**config.mk**
```make
export PLATFORM = sky130hd
export DESIGN_NAME = multdiv_sequencer
export DESIGN_NICKNAME = d
export VERILOG_FILES = /design/src/rtl/multdiv_sequencer.sv
export SDC_FILE = /design/constraint.sdc
export NUM_CORES = 1
export LEC_CHECK = 0
export CAP_MARGIN = 20
export CORE_AREA = 4 4 179 181
export CTS_CLUSTER_SIZE = 25
export DETAILED_ROUTE_END_ITERATION = 8
export DIE_AREA = 0 0 183 185
export DONT_BUFFER_PORTS = 1
export GPL_TIMING_DRIVEN = 0
export PLACE_DENSITY_LB_ADDON = 0.1
export SETUP_SLACK_MARGIN = 0.4
export SLEW_MARGIN = 30
export SYNTH_ARGS = -nofsm -noshare
export SYNTH_HDL_FRONTEND = slang
export SYNTH_SLANG_ARGS = --single-unit
export TNS_END_PERCENT = 5
```
**constraint.sdc**
```tcl
create_clock -name clock -period 5 [get_ports clock]
set_input_delay 1.25 -clock clock [delete_from_list [all_inputs] [get_ports clock]]
set_output_delay 1.25 -clock clock [all_outputs]
set_load 0.02 [all_outputs]
```
**src/rtl/multdiv_sequencer.sv**
```systemverilog
// Iterative signed 32x32 multiply / divide for the execute stage.
// Shift-add multiply and restoring divide, one bit per cycle over 32 cycles.
module multdiv_sequencer (
    input  logic        clock,
    input  logic        reset_n,
    input  logic [31:0] dx_ir_in,
    input  logic [31:0] dx_operand_a,
    input  logic [31:0] dx_operand_b,
    input  logic        dx_load,
    output logic        multdiv_is_running,
    output logic        multdiv_result_ready,
    output logic [31:0] multdiv_result,
    output logic        multdiv_exception,
    output logic [4:0]  multdiv_rd
);

    typedef enum logic [1:0] {StIdle, StRun, StDone, StWait} state_e;

    state_e      r_state, w_state_nxt;
    logic [63:0] r_acc;
    logic [31:0] r_opb;
    logic        r_op_div;
    logic        r_neg;
    logic        r_div_zero;
    logic [4:0]  r_cnt;
    logic [31:0] r_result;
    logic        r_exc;
    logic [4:0]  r_rd;

    logic        w_is_mul, w_is_div, w_launch, w_last;
    logic [31:0] w_mag_a, w_mag_b;
    logic [32:0] w_mul_sum;
    logic [63:0] w_div_shift;
    logic [32:0] w_div_diff;
    logic [63:0] w_acc_nxt;
    logic [63:0] w_prod;
    logic [31:0] w_quot;
    logic [31:0] w_fin_result;
    logic        w_fin_exc;
    logic        w_unused_ir;

    assign w_is_mul    = (dx_ir_in[31:27] == 5'b00000) && (dx_ir_in[6:2] == 5'b00110);
    assign w_is_div    = (dx_ir_in[31:27] == 5'b00000) && (dx_ir_in[6:2] == 5'b00111);
    assign w_launch    = (r_state == StIdle) && (w_is_mul || w_is_div);
    assign w_last      = (r_state == StRun) && (r_cnt == 5'd31);
    assign w_unused_ir = ^{dx_ir_in[21:7], dx_ir_in[1:0]};

    // 0x80000000 maps to itself, which is the correct unsigned magnitude.
    assign w_mag_a = dx_operand_a[31] ? (~dx_operand_a + 32'd1) : dx_operand_a;
    assign w_mag_b = dx_operand_b[31] ? (~dx_operand_b + 32'd1) : dx_operand_b;

    // Multiply: upper half accumulates, whole register shifts right; multiplier sits in the low half.
    assign w_mul_sum   = {1'b0, r_acc[63:32]} + (r_acc[0] ? {1'b0, r_opb} : 33'd0);
    // Divide: {remainder, dividend/quotient} shifts left; quotient bits enter at bit 0.
    assign w_div_shift = {r_acc[62:0], 1'b0};
    assign w_div_diff  = {1'b0, w_div_shift[63:32]} - {1'b0, r_opb};

    always_comb begin
        w_acc_nxt = 64'd0;
        if (r_op_div) begin
            if (!w_div_diff[32]) begin
                w_acc_nxt = {w_div_diff[31:0], w_div_shift[31:1], 1'b1};
            end else begin
                w_acc_nxt = w_div_shift;
            end
        end else begin
            w_acc_nxt = {w_mul_sum, r_acc[31:1]};
        end
    end

    assign w_prod = r_neg ? (~w_acc_nxt + 64'd1) : w_acc_nxt;
    assign w_quot = r_neg ? (~w_acc_nxt[31:0] + 32'd1) : w_acc_nxt[31:0];

    always_comb begin
        w_fin_result = 32'd0;
        w_fin_exc    = 1'b0;
        if (r_op_div) begin
            if (r_div_zero) begin
                w_fin_exc = 1'b1;
            end else begin
                w_fin_result = w_quot;
                // Only a positive quotient of 2^31 can overflow.
                w_fin_exc    = !r_neg && w_acc_nxt[31];
            end
        end else begin
            w_fin_result = w_prod[31:0];
            w_fin_exc    = !((&w_prod[63:31]) || (~|w_prod[63:31]));
        end
    end

    always_ff @(posedge clock or negedge reset_n) begin
        if (!reset_n) begin
            r_state <= StIdle;
        end else begin
            r_state <= w_state_nxt;
        end
    end

    always_comb begin
        w_state_nxt          = r_state;
        multdiv_is_running   = 1'b0;
        multdiv_result_ready = 1'b0;
        unique case (r_state)
            StIdle: begin
                if (w_launch) w_state_nxt = StRun;
            end
            StRun: begin
                multdiv_is_running = 1'b1;
                if (w_last) w_state_nxt = StDone;
            end
            StDone: begin
                multdiv_result_ready = 1'b1;
                w_state_nxt          = dx_load ? StIdle : StWait;
            end
            StWait: begin
                if (dx_load) w_state_nxt = StIdle;
            end
            default: w_state_nxt = StIdle;
        endcase
    end

    always_ff @(posedge clock or negedge reset_n) begin
        if (!reset_n) begin
            r_acc      <= 64'd0;
            r_opb      <= 32'd0;
            r_op_div   <= 1'b0;
            r_neg      <= 1'b0;
            r_div_zero <= 1'b0;
            r_cnt      <= 5'd0;
            r_result   <= 32'd0;
            r_exc      <= 1'b0;
            r_rd       <= 5'd0;
        end else if (w_launch) begin
            r_op_div   <= w_is_div;
            r_neg      <= dx_operand_a[31] ^ dx_operand_b[31];
            r_div_zero <= (dx_operand_b == 32'd0);
            r_cnt      <= 5'd0;
            r_rd       <= dx_ir_in[26:22];
            r_opb      <= w_is_div ? w_mag_b : w_mag_a;
            r_acc      <= {32'd0, (w_is_div ? w_mag_a : w_mag_b)};
        end else if (r_state == StRun) begin
            r_acc <= w_acc_nxt;
            r_cnt <= r_cnt + 5'd1;
            if (w_last) begin
                r_result <= w_fin_result;
                r_exc    <= w_fin_exc;
            end
        end
    end

    assign multdiv_result    = r_result;
    assign multdiv_exception = r_exc;
    assign multdiv_rd        = r_rd;

endmodule
```
==> results.toml, run 1 <==
[clock_tree]
cts_max_level = 4
cts_tree = "done"
clk_latency_ps = 450
clk_path_buf_depth = 2
ctsHoldBuffers = 0
clk_pin_slew_worst_paths_ps = 70
numCtsBuffers = 17
cts-root-buf = "clkbuf_16"
clock_sinks = 144

[yosys]
netlist_top_cells_area = "dfrtp_1 25%, o21ai_0 8.1%, nand2_1 7.2%"
synth_top_area_share_pct = 24.8
synth_flop_cell = "dfrtp_1"
async_flop_share_pct = 100
ys_types = 89
ys_seq_elements = 144
syn_avg_cell_area_sq_um = 7.58
ys_seq_area_share_pct = 24.8
ys_warn_count = 0
yosysTopAreaCell = "dfrtp_1"
syn_nets = 2084
synth_area_sq_um = 14500
synth-edff-count = 0
netlist_instances = 1914

[finish]
seq_area_sq_um = 3620
drive_above_1_share_pct = 12.0
nFillCells = 2942
final_common_cell = "nand2_1"
fin_util_pct = 54.8
fin_nets = 2158
multi_input_area_sq_um = 10800
area_delta_synth_final_pct = 14.9
n_antenna_cell = 0
layout_common_cells = "275 x nand2_1, 229 x o21ai_0, 128 x dfrtp_1"

[timing]
finalCritPeriodShare_pct = 103
finalMaxSlewViolations = 0
fin_crit_ps = 5170
setup_ws_ps = -173
timing.slew.headroom_pct = 35.4
worstMarginPinSlew_ps = 965
fmax_mhz = 193
hold_slack_ps = 487
hold_viol = 0
setup-violations-final = 3
rsz0062_at_grt = "true"
skew_ps = 12.1

[routing]
route.detailed.wl_per_inst_microns = 24.2
routed_wl_mm = 58.1
drtIter0Drc = 1496
drc = 0
vias = 15498
ant_nets = 0
first_pass_iters = 5
avgViaCountPerCell = 6.47

[pwr]
ir_worst_vdd_mv = 0.300
p_comb_share_pct = 65.8
p_seq_share_pct = 20.3
power_leakage_nw = 6.93
power.share.clock_pct = 13.9
power.internal_mw = 4.45
power_density_nw_per_um2 = 565
swShare_pct = 52.8
p_switching_mw = 4.96

[worst_setup_path]
r2r_cells = 24
timing.rr.end = "multdiv_exception$_DFFE_PN0P_"
r2r-start = "r_opb[29]$_DFFE_PN0P_"
cp-start-kind = "flip-flop"
cp_common_cell = "nor4_4"
cp_max_fo = 6
cp-startpoint = "r_opb[29]$_DFFE_PN0P_"
path_delay_family = "simple AND/OR/NAND/NOR gates"
crit_path_cell_trace = "inv_2, ha_4, nand4_1, buf_4, nor2b_4, nor4_4, a21boi_4, a31oi_4, inv_2, ha_4, o21ai_4, nor4_4, nand3_2, nor4_4, nand2_1, a211o_1, nand4b_4, buf_4, o31ai_2, xnor2_1, nor4_2, nand4b_1, o41ai_2, nor2_1"
slowest_stage = "dfrtp_2"
cp-end-kind = "flip-flop"
crit_required_ps = 5330
r2r_setup_slack_ps = -170
path_class = "flip-flop to flip-flop"
crit_arrival_ps = 5510
worstPathBufferInverterCount = 4
cp_slowest_stage_delay_ps = 470

[status]
status = "complete, but fails checks"
violations = "setup timing"

[die]
dieArea_sq_um = 33900
die_h_microns = 185
initial_core_util_pct = 47.7
core-area_sq_um = 30400
num_rows = 64
chipWidth_microns = 183
pin_count = 139

[global_route]
grt_usage_pct = 33.8
grt_pass1_wl_mm = 88.7
antenna_found_initial = 4
gr-total-overflow = 0
grt_max_degree = 145
grt_pass1_vias = 15054

[place]
port_buffers = 0
dp_hpwl_mm = 44.7
place.gp.congestion = 1.01

[run]
cap_violations = 0

[worst_hold_path]
holdCritPathClass = "input pin to asynchronous set/reset pin"
power by group through the flow:
stage	Combinational, mW	Sequential, mW	Clock [mW]
finish	6.19	1.91	1.31
global route	6.70	1.93	1.36
CTS	6.00	1.89	1.31
detailed placement	5.40	1.90	0
global placement	5.34	1.90	0
floorplan	3.98	1.70	0
worst reg2reg max path, stage by stage, from the launching register on:
cell and delay (ps):
dfrtp_2 470, inv_2 90, ha_4 210, nand4_1 120, buf_4 140, nor2b_4 40
nor4_4 410, a21boi_4 330, a31oi_4 160, inv_2 110, ha_4 160, o21ai_4 70
nor4_4 200, nand3_2 150, nor4_4 310, nand2_1 120, a211o_1 320, nand4b_4 290
buf_4 210, o31ai_2 210, xnor2_1 170, nor4_2 280, nand4b_1 150, o41ai_2 280
nor2_1 60
routing by layer:
metal	up-vias	global-route usage [%]	part of all wire (%)
li1	7172	-	-
met1	7488	41.2	40
met2	661	56.5	47
met3	175	6.76	7.3
met4	2	18.5	6.3
met5	-	0	0.012
stage by stage:
| step | std cells | area (sq um) | power (mW) | setup TNS, ps | worst slack [ps] |
|---|---|---|---|---|---|
| after floorplan | 1914 | 14600 | 5.67 | 0 | 182 |
| after global placement | 2310 | 15100 | 7.24 | -1060 | -1060 |
| after detailed placement | 2310 | 15100 | 7.30 | -1040 | -1040 |
| after CTS | 2394 | 16600 | 9.21 | 0 | 17.5 |
| after global routing | 2397 | 16700 | 9.99 | -842 | -438 |
| final | 2397 | 16700 | 9.41 | -260 | -173 |
cell usage after synthesis, types with 33 or more instances:
cell / instances
o211ai_1: 64
nor3_1: 39
ha_1: 69
inv_1: 60
and2_1: 39
mux2i_1: 41
o21ai_0: 235
xnor2_1: 77
nand2_1: 279
a31oi_1: 33
clkbuf_1: 87
nor2_1: 104
nand3_1: 69
dfrtp_1: 144
a21oi_1: 95
a22o_1: 35
xor2_1: 79
flip-flops by register name, summed over array words and instances, names as in the netlist:
register and cells:
r_acc 64, r_div_zero 1, r_state 2, r_op_div 1, multdiv_exception 1, multdiv_result 32
r_neg 1, multdiv_rd 5, r_cnt 5, r_opb 32
how the worst max path moves through the flow:
stage | endpoint | cells past startpoint | slack (ps)
3_3_place_gp | multdiv_exception$_DFFE_PN0P_ | 22 | -1060
3_5_place_dp | multdiv_exception$_DFFE_PN0P_ | 22 | -1040
4_1_cts | multdiv_exception$_DFFE_PN0P_ | 24 | 20
5_1_grt | multdiv_exception$_DFFE_PN0P_ | 24 | -440
2_1_floorplan | multdiv_exception$_DFFE_PN0P_ | 24 | 180
6_report | multdiv_exception$_DFFE_PN0P_ | 24 | -170
timing repair:
action	4_1_cts	5_1_grt
pin swaps	35	9
gates resized for setup	112	9
setup endpoints to repair	16	36
buffers inserted	52	3
final cells by class:
cell class                 instances  area share [%]
inverter                          62            1.40
clock inverter                    14           0.848
timing repair buffer              55            2.57
sequential                       144            21.7
tap                              396            2.97
buffer                           117            3.28
clock buffer                      18            2.63
multi-input combinational       1591            64.6
cell families (layout without fill, tap and decap cells):
kind of cell    Yosys count  after routing  share of synthesized area (%)
compound gates          636            636                           28.4
xor+xnor                156            156                           9.42
simple gates            687            687                           23.4
mux                      41             41                           2.83
fa+ha+maj                71             71                           6.23
flops                   144            144                           24.8
buf+inv                 179            266                           4.91
(Power assumes the default switching activity.)
==> run 2: changes to the inputs <==
--- a/config.mk
+++ b/config.mk
@@ -6,13 +6,14 @@
 export NUM_CORES = 1
 export LEC_CHECK = 0
 export CAP_MARGIN = 20
-export CORE_AREA = 4 4 179 181
+export CORE_AREA = 4 4 161 163
 export CTS_CLUSTER_SIZE = 25
 export DETAILED_ROUTE_END_ITERATION = 8
-export DIE_AREA = 0 0 183 185
+export DIE_AREA = 0 0 165 167
 export DONT_BUFFER_PORTS = 1
 export GPL_TIMING_DRIVEN = 0
 export PLACE_DENSITY_LB_ADDON = 0.1
+export RECOVER_POWER = 100
 export SETUP_SLACK_MARGIN = 0.4
 export SLEW_MARGIN = 30
 export SYNTH_ARGS = -nofsm -noshare
==> results.toml, run 2 (synthesis results as in run 1) <==
[routing]
routed_wl_mm = 58.6
ant_nets = 0
avgViaCountPerCell = 6.94
drc = 0
first_pass_iters = 7
drtIter0Drc = 2290
route.detailed.wl_per_inst_microns = 25.1
vias = 16250

[finish]
largest_reg_flops = 64
fin_cells = 2340
layout_common_cells = "275 x nand2_1, 227 x o21ai_0, 125 x dfrtp_1"
fin_util_pct = 68.6
fin_nets = 2171
area_delta_synth_final_pct = 15.1
final_common_cell = "nand2_1"
regMostFlops = "r_acc"
nFillCells = 2053
stdcell_area_sq_um = 16700
drive_above_1_share_pct = 13.3

[global_route]
grt_pass1_vias = 15223
grt_pass1_wl_mm = 88.5
gr-total-overflow = 0
grt_max_degree = 145
antenna_found_initial = 3
grt_usage_pct = 41.5

[timing]
fmax_mhz = 191
setup-violations-final = 1
finalCritPeriodShare_pct = 105
timing.slew.headroom_pct = 25.0
hold_viol = 0
fin_setup_tns_ps = -249
fin_crit_ps = 5250
setup_ws_ps = -249
worstMarginPinSlew_ps = 1120
rsz0062_at_grt = "true"
finalMaxSlewViolations = 0
skew_ps = 17.9

[worst_setup_path]
timing.rr.end = "multdiv_exception$_DFFE_PN0P_"
r2r_cells = 25
cp_max_fo = 5
worstPathBufferInverterCount = 3
r2r_setup_slack_ps = -250
crit_required_ps = 5330
path_delay_family = "compound AO/OA/AOI/OAI gates"
cp_common_cell = "o21ai_4"
cp-start-kind = "flip-flop"
path_class = "flip-flop to flip-flop"
cp-end-kind = "flip-flop"
r2r-start = "r_acc[38]$_DFFE_PN0P_"
slowest_stage = "dfrtp_1"
cp_slowest_stage_delay_ps = 480
crit_arrival_ps = 5580

[place]
place_inst = 2238
dp_hpwl_mm = 44.2
post_dp_cell_area_sq_um = 15000
port_buffers = 0
place.gp.congestion = 1.01

[pwr]
p_seq_share_pct = 19.6
power.total_mw = 9.58
power_leakage_nw = 7.02
power.internal_mw = 4.54
power.share.clock_pct = 14.5
swShare_pct = 52.6
p_switching_mw = 5.04
power_density_nw_per_um2 = 574
ir_worst_vdd_mv = 0.300
p_comb_share_pct = 65.9

[die]
initial_core_util_pct = 59.6
core-area_sq_um = 24300
dieArea_sq_um = 27600
pin_count = 139
chipWidth_microns = 165
num_rows = 57
die_h_microns = 167

[clock_tree]
numCtsBuffers = 17
cts-root-buf = "clkbuf_16"
cts_max_level = 4
clk_pin_slew_worst_paths_ps = 70
clk_path_buf_depth = 2
cts_tree = "done"
clk_latency_ps = 450
clock_sinks = 144

[status]
status = "complete, but fails checks"
violations = "setup timing"

[worst_hold_path]
holdCritPathClass = "input pin to asynchronous set/reset pin"

[run]
cap_violations = 0
run 2: power groups by stage:
stage / registers (mW) / logic, mW / clock network, mW
after floorplan: 1.70 / 3.98 / 0
final: 1.87 / 6.32 / 1.39
after detailed placement: 1.86 / 5.38 / 0
after CTS: 1.83 / 5.91 / 1.39
after global placement: 1.85 / 5.30 / 0
after global routing: 1.89 / 6.73 / 1.44
run 2: worst register-to-register path, cell delays in order (launching register included):
cell       delay [ps]
dfrtp_1           480
ha_2              360
a21oi_2           190
nand2_1           110
o21ai_4           210
nor3b_4            80
o21ai_2           210
buf_6             150
a31oi_4           110
inv_2             110
ha_4              150
o21ai_4            70
nor4_4            350
nand3_2           150
nor4_4            300
nand2_1           120
a211o_1           280
nand4b_4          230
buf_6             160
o21ai_4           130
xor2_2            100
a2111oi_2         430
and4_1            270
nand4_1           130
o41ai_2           210
nor2_1             60
run 2: area by class of cell:
cell class / count / area [sq um] / area share, %
timing repair buffer: 68 / 527 / 3.16
buffer: 117 / 551 / 3.30
inverter: 62 / 233 / 1.39
clock buffer: 17 / 425 / 2.55
antenna: 2 / 5.00 / 0.0300
sequential: 144 / 3630 / 21.7
multi-input combinational: 1591 / 10700 / 64.3
tap: 324 / 405 / 2.43
clock inverter: 15 / 189 / 1.13
run 2: routing by layer:
layer	GRT usage [%]	wire (microns)	up-vias	part of all wire, %
met3	12.1	7140	252	12
li1	-	-	7221	-
met1	54.0	22300	7670	38
met4	24.4	4050	2	6.9
met2	60.9	25200	1105	43
met5	0	13	-	0.022
run 2: repair_timing:
action | CTS | global route
gates resized for setup | 101 | 37
pin swaps | 34 | 22
setup buffers | 51 | 17
endpoints found under the setup margin | 27 | 13
hold buffers | 0 | 0
run 2: metrics by stage:
| step | setup slack, ps | hold WS, ps |
|---|---|---|
| 2_1_floorplan | 182 | 463 |
| 3_5_place_dp | -1310 | 492 |
| 6_report | -249 | 493 |
| 5_1_grt | -511 | 480 |
| 3_3_place_gp | -1250 | 479 |
| 4_1_cts | 77.1 | 486 |
run 2: how the worst max path moves through the flow:
stage / start / end / slack, ps / cells past startpoint
floorplan: r_acc[44]$_DFFE_PN0P_ / multdiv_exception$_DFFE_PN0P_ / 180 / 24
finish: r_acc[38]$_DFFE_PN0P_ / multdiv_exception$_DFFE_PN0P_ / -250 / 25
global placement: r_op_div$_DFFE_PN0P_ / multdiv_exception$_DFFE_PN0P_ / -1250 / 22
CTS: r_acc[56]$_DFFE_PN0P_ / multdiv_exception$_DFFE_PN0P_ / 80 / 24
global route: r_opb[10]$_DFFE_PN0P_ / multdiv_exception$_DFFE_PN0P_ / -510 / 26
detailed placement: r_op_div$_DFFE_PN0P_ / multdiv_exception$_DFFE_PN0P_ / -1310 / 22
